`src/rtl/uart_pkg.sv`:
```
// rtl/uart_pkg.sv - shared UART types, defaults and parity rule
package uart_pkg;

  localparam int UART_DATA_BITS = 8;
  localparam int MAX_DATA_BITS  = 32;

  typedef enum logic [2:0] {
    WAIT_IDLE,
    IDLE,
    DATA,
    PARITY,
    STOP
  } state_t;

  // Expected parity bit, shared with the transmitter so both ends agree bit-for-bit.
  function automatic logic uart_parity(input logic [MAX_DATA_BITS-1:0] data, input logic even);
    return even ? ~^data : ^data;
  endfunction

endpackage

```
`src/rtl/uart_rx.sv`:
```
// rtl/uart_rx.sv - one-bit-per-clock UART receiver with single-entry holding register
module uart_rx
  import uart_pkg::*;
#(
  parameter int DATA_BITS = UART_DATA_BITS
) (
  input  logic                 clk,
  input  logic                 rst,
  input  logic                 rx,
  input  logic                 parity_en,
  input  logic                 even_parity,
  output logic [DATA_BITS-1:0] rx_data,
  output logic                 rx_valid,
  input  logic                 rx_ready,
  output logic                 parity_err,
  output logic                 frame_err,
  output logic                 overrun,
  output logic                 rx_busy
);

  localparam int CNT_W = (DATA_BITS > 1) ? $clog2(DATA_BITS) : 1;

  state_t                   state;
  logic [CNT_W-1:0]         bit_cnt;
  logic [DATA_BITS-1:0]     shift;
  logic                     par_en_q;
  logic                     even_q;
  logic                     par_pend;
  logic [MAX_DATA_BITS-1:0] shift_ext;

  assign shift_ext = MAX_DATA_BITS'(shift);

  always_ff @(posedge clk) begin
    if (rst) begin
      state      <= WAIT_IDLE;
      bit_cnt    <= '0;
      shift      <= '0;
      par_en_q   <= 1'b0;
      even_q     <= 1'b0;
      par_pend   <= 1'b0;
      rx_data    <= '0;
      rx_valid   <= 1'b0;
      parity_err <= 1'b0;
      frame_err  <= 1'b0;
      overrun    <= 1'b0;
      rx_busy    <= 1'b0;
    end else begin
      overrun <= 1'b0;
      if (rx_valid && rx_ready) begin
        rx_valid <= 1'b0;
      end

      case (state)
        WAIT_IDLE: begin
          if (rx) begin
            state <= IDLE;
          end
        end
        IDLE: begin
          if (!rx) begin
            par_en_q <= parity_en;
            even_q   <= even_parity;
            par_pend <= 1'b0;
            bit_cnt  <= '0;
            rx_busy  <= 1'b1;
            state    <= DATA;
          end
        end
        DATA: begin
          shift   <= {rx, shift[DATA_BITS-1:1]};
          bit_cnt <= bit_cnt + 1'b1;
          if (bit_cnt == CNT_W'(DATA_BITS - 1)) begin
            state <= par_en_q ? PARITY : STOP;
          end
        end
        PARITY: begin
          par_pend <= (rx != uart_parity(shift_ext, even_q));
          state    <= STOP;
        end
        STOP: begin
          // A new word always wins; it only counts as overrun if the old one was not taken this cycle.
          rx_data    <= shift;
          parity_err <= par_pend;
          frame_err  <= !rx;
          rx_valid   <= 1'b1;
          overrun    <= rx_valid && !rx_ready;
          rx_busy    <= 1'b0;
          state      <= rx ? IDLE : WAIT_IDLE;
        end
        default: state <= WAIT_IDLE;
      endcase
    end
  end

endmodule

```
`config.mk`:
```
export PLATFORM = sky130hd
export DESIGN_NAME = uart_rx
export DESIGN_NICKNAME = d
export VERILOG_FILES = /design/src/rtl/uart_pkg.sv /design/src/rtl/uart_rx.sv
export SDC_FILE = /design/constraint.sdc
export NUM_CORES = 1
export LEC_CHECK = 0
export BUFFER_PORTS_ARGS = -buffer_cell sky130_fd_sc_hd__buf_2
export CORE_ASPECT_RATIO = 0.6
export CORE_MARGIN = 1
export CORE_UTILIZATION = 51
export CTS_BUF_LIST = sky130_fd_sc_hd__clkbuf_8
export DETAILED_ROUTE_END_ITERATION = 16
export HOLD_SLACK_MARGIN = 0.03
export MAX_ROUTING_LAYER = met4
export PLACE_DENSITY = 0.73
export SLEW_MARGIN = 40
export SYNTH_ARGS = -nofsm -noshare
export SYNTH_HDL_FRONTEND = slang
export SYNTH_SLANG_ARGS = --single-unit
```
`constraint.sdc`:
```
create_clock -name clk -period 1.7 [get_ports clk]
set_input_delay 0.34 -clock clk [delete_from_list [all_inputs] [get_ports clk]]
set_output_delay 0.34 -clock clk [all_outputs]
set_load 0.02 [all_outputs]
```
# Word level (Yosys, flattened, before mapping)
# Index checks and enable logic that the tools add are counted.
# W data, S select, Z words.
[totals] out_inout_bits=13 input_bits=6 reg_bits=30 wordCells=56
[op_classes] bitwise_logic=2 mux=15 reduce_logical=17 n_eq_ne=9 addsub=1
[ops] cell="$reduce_xnor A32 Y1" count=1
[ops] cell="$reduce_xor A32 Y1" count=1
[ops] cell="$mux W3" count=5
[ops] cell="$pmux W3 S5" count=1
[ops] cell="$reduce_and A2 Y1" count=4
[ops] cell="$reduce_bool A2 Y1" count=4
[ops] cell="$eq A3 B2 Y1 const B" count=2
[ops] cell="$eq A3 B3 Y1 const B" count=2
[ops] cell="$mux W1" count=6
[ops] cell="$ne A2 B2 Y1 const B" count=3
[ops] cell="$pmux W3 S2" count=1
[ops] cell="$pmux W1 S2" count=2
[ops] cell="$add A3 B1 Y3 const B" count=1
[ops] cell="$eq A3 B1 Y1 const B" count=1
[ops] cell="$logic_not A3 Y1" count=1
[ops] cell="$reduce_and A3 Y1" count=1
[ops] cell="$logic_and A1 B1 Y1" count=2
[ops] cell="$logic_not A1 Y1" count=2
[ops] cell="$not A1 Y1" count=2
[ops] cell="$reduce_or A2 Y1" count=1
[ops] cell="$ne A1 B1 Y1" count=1

# Longest topological paths before layout
[depth] depth_word=4 depth_mapped=5 ltp_nobuf=5

# Worst setup path before layout
# Ideal clock, no wire load.
[synth_path] path_type="reg2reg" start="register state[2]" end="register frame_err" path_buffers=2 required_ns=1.572 setup_time_ns=0.128 synth_period_minus_slack_ns=1.279 arrival_ns=1.152 setup_slack_ns=0.421 stages_incl_launch_ff=6 path_cell_list="dfxtp_1 > or3b_1 > buf_2 > buf_6 > a21oi_1 > nor2_1"
[synth_via] elab_chain_len=1
[synth_lines] element="from (decl)" line="uart_rx.sv:23" text="state_t state;"
[synth_lines] element="from (signal assigned)" line="uart_rx.sv:73" text="state <= par_en_q ? PARITY : STOP;"
[synth_lines] element="from (signal assigned)" line="uart_rx.sv:88" text="state <= rx ? IDLE : WAIT_IDLE;"
[synth_lines] element="$eq A3 B3 Y1" line="uart_rx.sv:53" text="case (state)"
[synth_lines] element="to (signal assigned)" line="uart_rx.sv:84" text="frame_err <= !rx;"
[synth_lines] element="to (decl)" line="uart_rx.sv:16" text="output logic frame_err,"
# No other way between the ends.
# A chain may end at the register's enable or synchronous reset.

# Worst setup path in the final report
[layout_path] start="register state[0]" end="register frame_err"
# Same word-level chain as after synthesis.

==> PnR_summary.wiki <==
{| class="wikitable"
! Metric !! Value
|-
| Startpoint of the most critical hold path || parity_en
|-
| Global-route wire length before repair || 3820 um
|-
| Post-detailed-placement cell area || 0.00132 sq mm
|-
| Storage element area || 601 sq um
|-
| Iter 0 DRT Violations || 47
|-
| Number of flops mapped to enable cells by yosys || 0
|-
| Number of nets in the final layout || 172
|-
| IO Pins || 19
|-
| Synth Net Count || 152
|-
| Number of buffers created by CTS || 5
|-
| Critical path capture point type || flop
|-
| Detailed-router iteration count before antenna repair || 4
|-
| Total number of placement rows || 13
|-
| Global-route usage over all layers || 0.219
|-
| Max Cap Violations || 0
|-
| Cells on worst reg2reg path || 3
|-
| #FFs+latches synth || 30
|-
| Design Area, Final || 0.00141 sq mm
|-
| Critical-path cell list || or3b_1 -> a21oi_1 -> nor2_1
|-
| Worst setup slack for register-to-register paths || 0.25 ns
|-
| Final HPWL DP || 1810 um
|-
| Clock tree from TritonCTS || done
|-
| Placer's final routability congestion estimate || 0.826
|-
| Syn_area_per_cell || 8.39 sq um
|-
| Quantity of I/O buffers inserted on ports || 18
|-
| Leakage power figure || 0.000553 uW
|-
| Final period util || 0.851
|-
| Hold violation total from the final report || 0
|-
| Total via count after detailed routing || 1,022
|-
| Asr flop ratio synth || 0
|-
| Count of final setup violators || 0
|-
| Actual transition at the worst max-transition pin || 0.522 ns
|-
| Footprint of the multi-input gates || 562 sq um
|-
| Total global routing overflow || 0
|-
| Layout-stage area growth over the synthesis result || 16.5%
|-
| Launch point of the worst path || state[0]
|-
| Worst hold slack across all endpoints || 0.302 ns
|-
| End of the critical path || frame_err
|-
| Die X || 64.8 um
|-
| Die extent in y || 39.7 um
|-
| Total negative setup slack || 0 ns
|-
| Slowest Stage Delay on Critical Path || 0.63 ns
|-
| Deepest clock path buffer count || 2
|-
| Largest fanout of any net on the critical path || 14
|-
| Origin of the critical flop-to-flop path || state[0]
|-
| Outcome || complete, no violations
|-
| Final wirelength || 2490 um
|-
| Starting Density || 0.550
|-
| Max Freq || 691 MHz
|-
| Detail-routed via count per cell || 5.24
|-
| Worst setup SP type || flop
|-
| Area of the core region || 0.00220 sq mm
|-
| Worst voltage drop across the vdd grid || 609 uV
|-
| CTS sink cnt || 30
|-
| Final antenna diode count || 0
|-
| Critical Path AT || 1.60 ns
|-
| Total number of H-tree levels || 2
|-
| Critical path start-end classification || reg -> reg
|-
| Post-synthesis cell type with the largest combined area || sky130_fd_sc_hd__dfxtp_1
|-
| HP Class || in -> reg
|-
| YS warnings || 0
|-
| Final critical-path required period || 1.45 ns
|-
| Wire per inst || 12.8 um
|-
| DRC violations left || 0
|-
| Number of unique standard cell types used by synthesis || 25
|-
| Die ar. || 0.00257 sq mm
|-
| Later-pin clock latency in the skew report || 0.27 ns
|-
| Proportion of synthesized chip area in sequential cells || 0.497
|-
| Number of post-CTS setup repair buffers || 0
|-
| Worst Skew || 0.00694 ns
|-
| Headroom to the max-slew limit || 0.651
|-
| Initial antenna violation count || 0
|-
| Antenna-violating nets left || 0
|-
| Via count of the first global-routing pass || 867
|-
| Largest net degree at the start of global routing || 22
|-
| Most numerous cell in the Yosys netlist || sky130_fd_sc_hd__nand2_1
|-
| Mapped Area || 0.00121 sq mm
|-
| Most used standard cells in the synthesized netlist || 41 x sky130_fd_sc_hd__nand2_1, 30 x sky130_fd_sc_hd__dfxtp_1, 27 x sky130_fd_sc_hd__a21oi_1
|-
| Fill count || 208
|-
| Number of buffers inserted by hold repair at cts || 0
|-
| Post-route core utilization || 0.641
|-
| Setup repair after global routing missed its margin || false
|-
| Layout cells sized above 1 || 0.188
|-
| Top cells by area, synth || sky130_fd_sc_hd__dfxtp_1 50%, sky130_fd_sc_hd__nand2_1 13%, sky130_fd_sc_hd__a21oi_1 11%, sky130_fd_sc_hd__xnor2_1 4.3%, sky130_fd_sc_hd__nor2_1 2.2%
|-
| Max-slew violations || 0
|-
| Master of the slowest instance on the critical path || sky130_fd_sc_hd__or3b_1
|-
| Clock root buffer master || sky130_fd_sc_hd__clkbuf_8
|-
| Fraction of synthesized cell area taken by the top area cell type || 0.497
|-
| Power density over cell area || 963 mW/mm^2
|-
| CTS resizes || 0
|-
| Post-synthesis instance total || 144
|-
| Required arrival time at the worst endpoint || 1.85 ns
|-
| Clock Pin Slew Worst Setup and Hold Paths || 0.06 ns
|-
| Primary flip-flop cell chosen by synthesis mapping || sky130_fd_sc_hd__dfxtp_1
|-
| RR Endpoint || frame_err
|}
## cell usage in the layout (no fill, tap or decap)
cell	instances
sky130_fd_sc_hd__nor4b_1	1
sky130_fd_sc_hd__xnor2_1	6
sky130_fd_sc_hd__a21oi_1	27
sky130_fd_sc_hd__a22oi_1	1
sky130_fd_sc_hd__or3b_1	1
sky130_fd_sc_hd__dfxtp_1	30
sky130_fd_sc_hd__nand3b_1	3
sky130_fd_sc_hd__ha_1	2
sky130_fd_sc_hd__nor3_2	1
sky130_fd_sc_hd__or3_1	1
sky130_fd_sc_hd__o21ai_0	1
sky130_fd_sc_hd__xnor3_1	1
sky130_fd_sc_hd__buf_2	18
sky130_fd_sc_hd__nand3_1	3
sky130_fd_sc_hd__nand2_1	41
sky130_fd_sc_hd__nor2_1	7
sky130_fd_sc_hd__xor2_1	1
sky130_fd_sc_hd__nand2b_1	3
sky130_fd_sc_hd__buf_4	3
sky130_fd_sc_hd__or2_2	1
sky130_fd_sc_hd__inv_1	2
sky130_fd_sc_hd__clkbuf_8	6
sky130_fd_sc_hd__nor3_1	2
sky130_fd_sc_hd__nor3b_2	1
sky130_fd_sc_hd__clkinv_2	1
sky130_fd_sc_hd__a31oi_1	1
## report_power, final
group	total, uW	internal [uW]	switching, uW
Clock	566	320	246
Combinational	66.9	26.0	41.0
Sequential	722	711	10.8
Total	1360	1060	298
## critical path: cells and delay by family, from the launching register on
kind / cells / cell delay (ns)
and+or+nand+nor: 2 / 0.68
DFF: 1 / 0.41
AOI/OAI and AO/OA: 1 / 0.23
## worst min path at each step
stage | endpoint | slack, ns | cells past startpoint
2_1_floorplan | parity_err | 0.43 | 2
3_5_place_dp | rx_data[5] | 0.44 | 2
4_1_cts | par_en_q | 0.30 | 3
6_report | par_en_q | 0.30 | 3
3_3_place_gp | rx_data[5] | 0.44 | 2
5_1_grt | even_q | 0.34 | 3
## sequential cells by signal, summed over array words and instances (netlist names), 3 cells and up
| signal | flops |
|---|---|
| rx_data | 8 |
| shift | 8 |
| bit_cnt | 3 |
| state | 3 |
## stage by stage
step                      power (uW)  setup slack, ns  std cells
after global routing            1410            0.174        195
final                           1360            0.253        195
after detailed placement         804            0.256        187
after CTS                       1370            0.241        195
after floorplan                  781            0.421        144
after global placement           802            0.300        187
## area by class of cell
class,instances,area share
clock buffer,6,0.0587
clock inverter,2,0.00622
inverter,1,0.00267
multi-input combinational,105,0.399
sequential,30,0.427
tap,30,0.0267
timing repair buffer,21,0.0800
## cells by family after synthesis
logic type                 after synthesis  synth area share
and+or+nand+nor                         65             0.247
xor gates and xnor gates                 8            0.0694
buffers and inverters                    9            0.0383
AOI/OAI and AO/OA                       30             0.127
DFF                                     30             0.497
adders and majority gates                2            0.0207
## layer usage
metal | routed length [um] | GRT usage | up-vias
met5 | 0 | - | -
met4 | 32 | 0.0833 | 0
met3 | 156 | 0.0698 | 4
met2 | 1120 | 0.362 | 30
met1 | 1180 | 0.256 | 472
li1 | - | - | 516
Note: power is estimated with default switching activity, not from simulation.
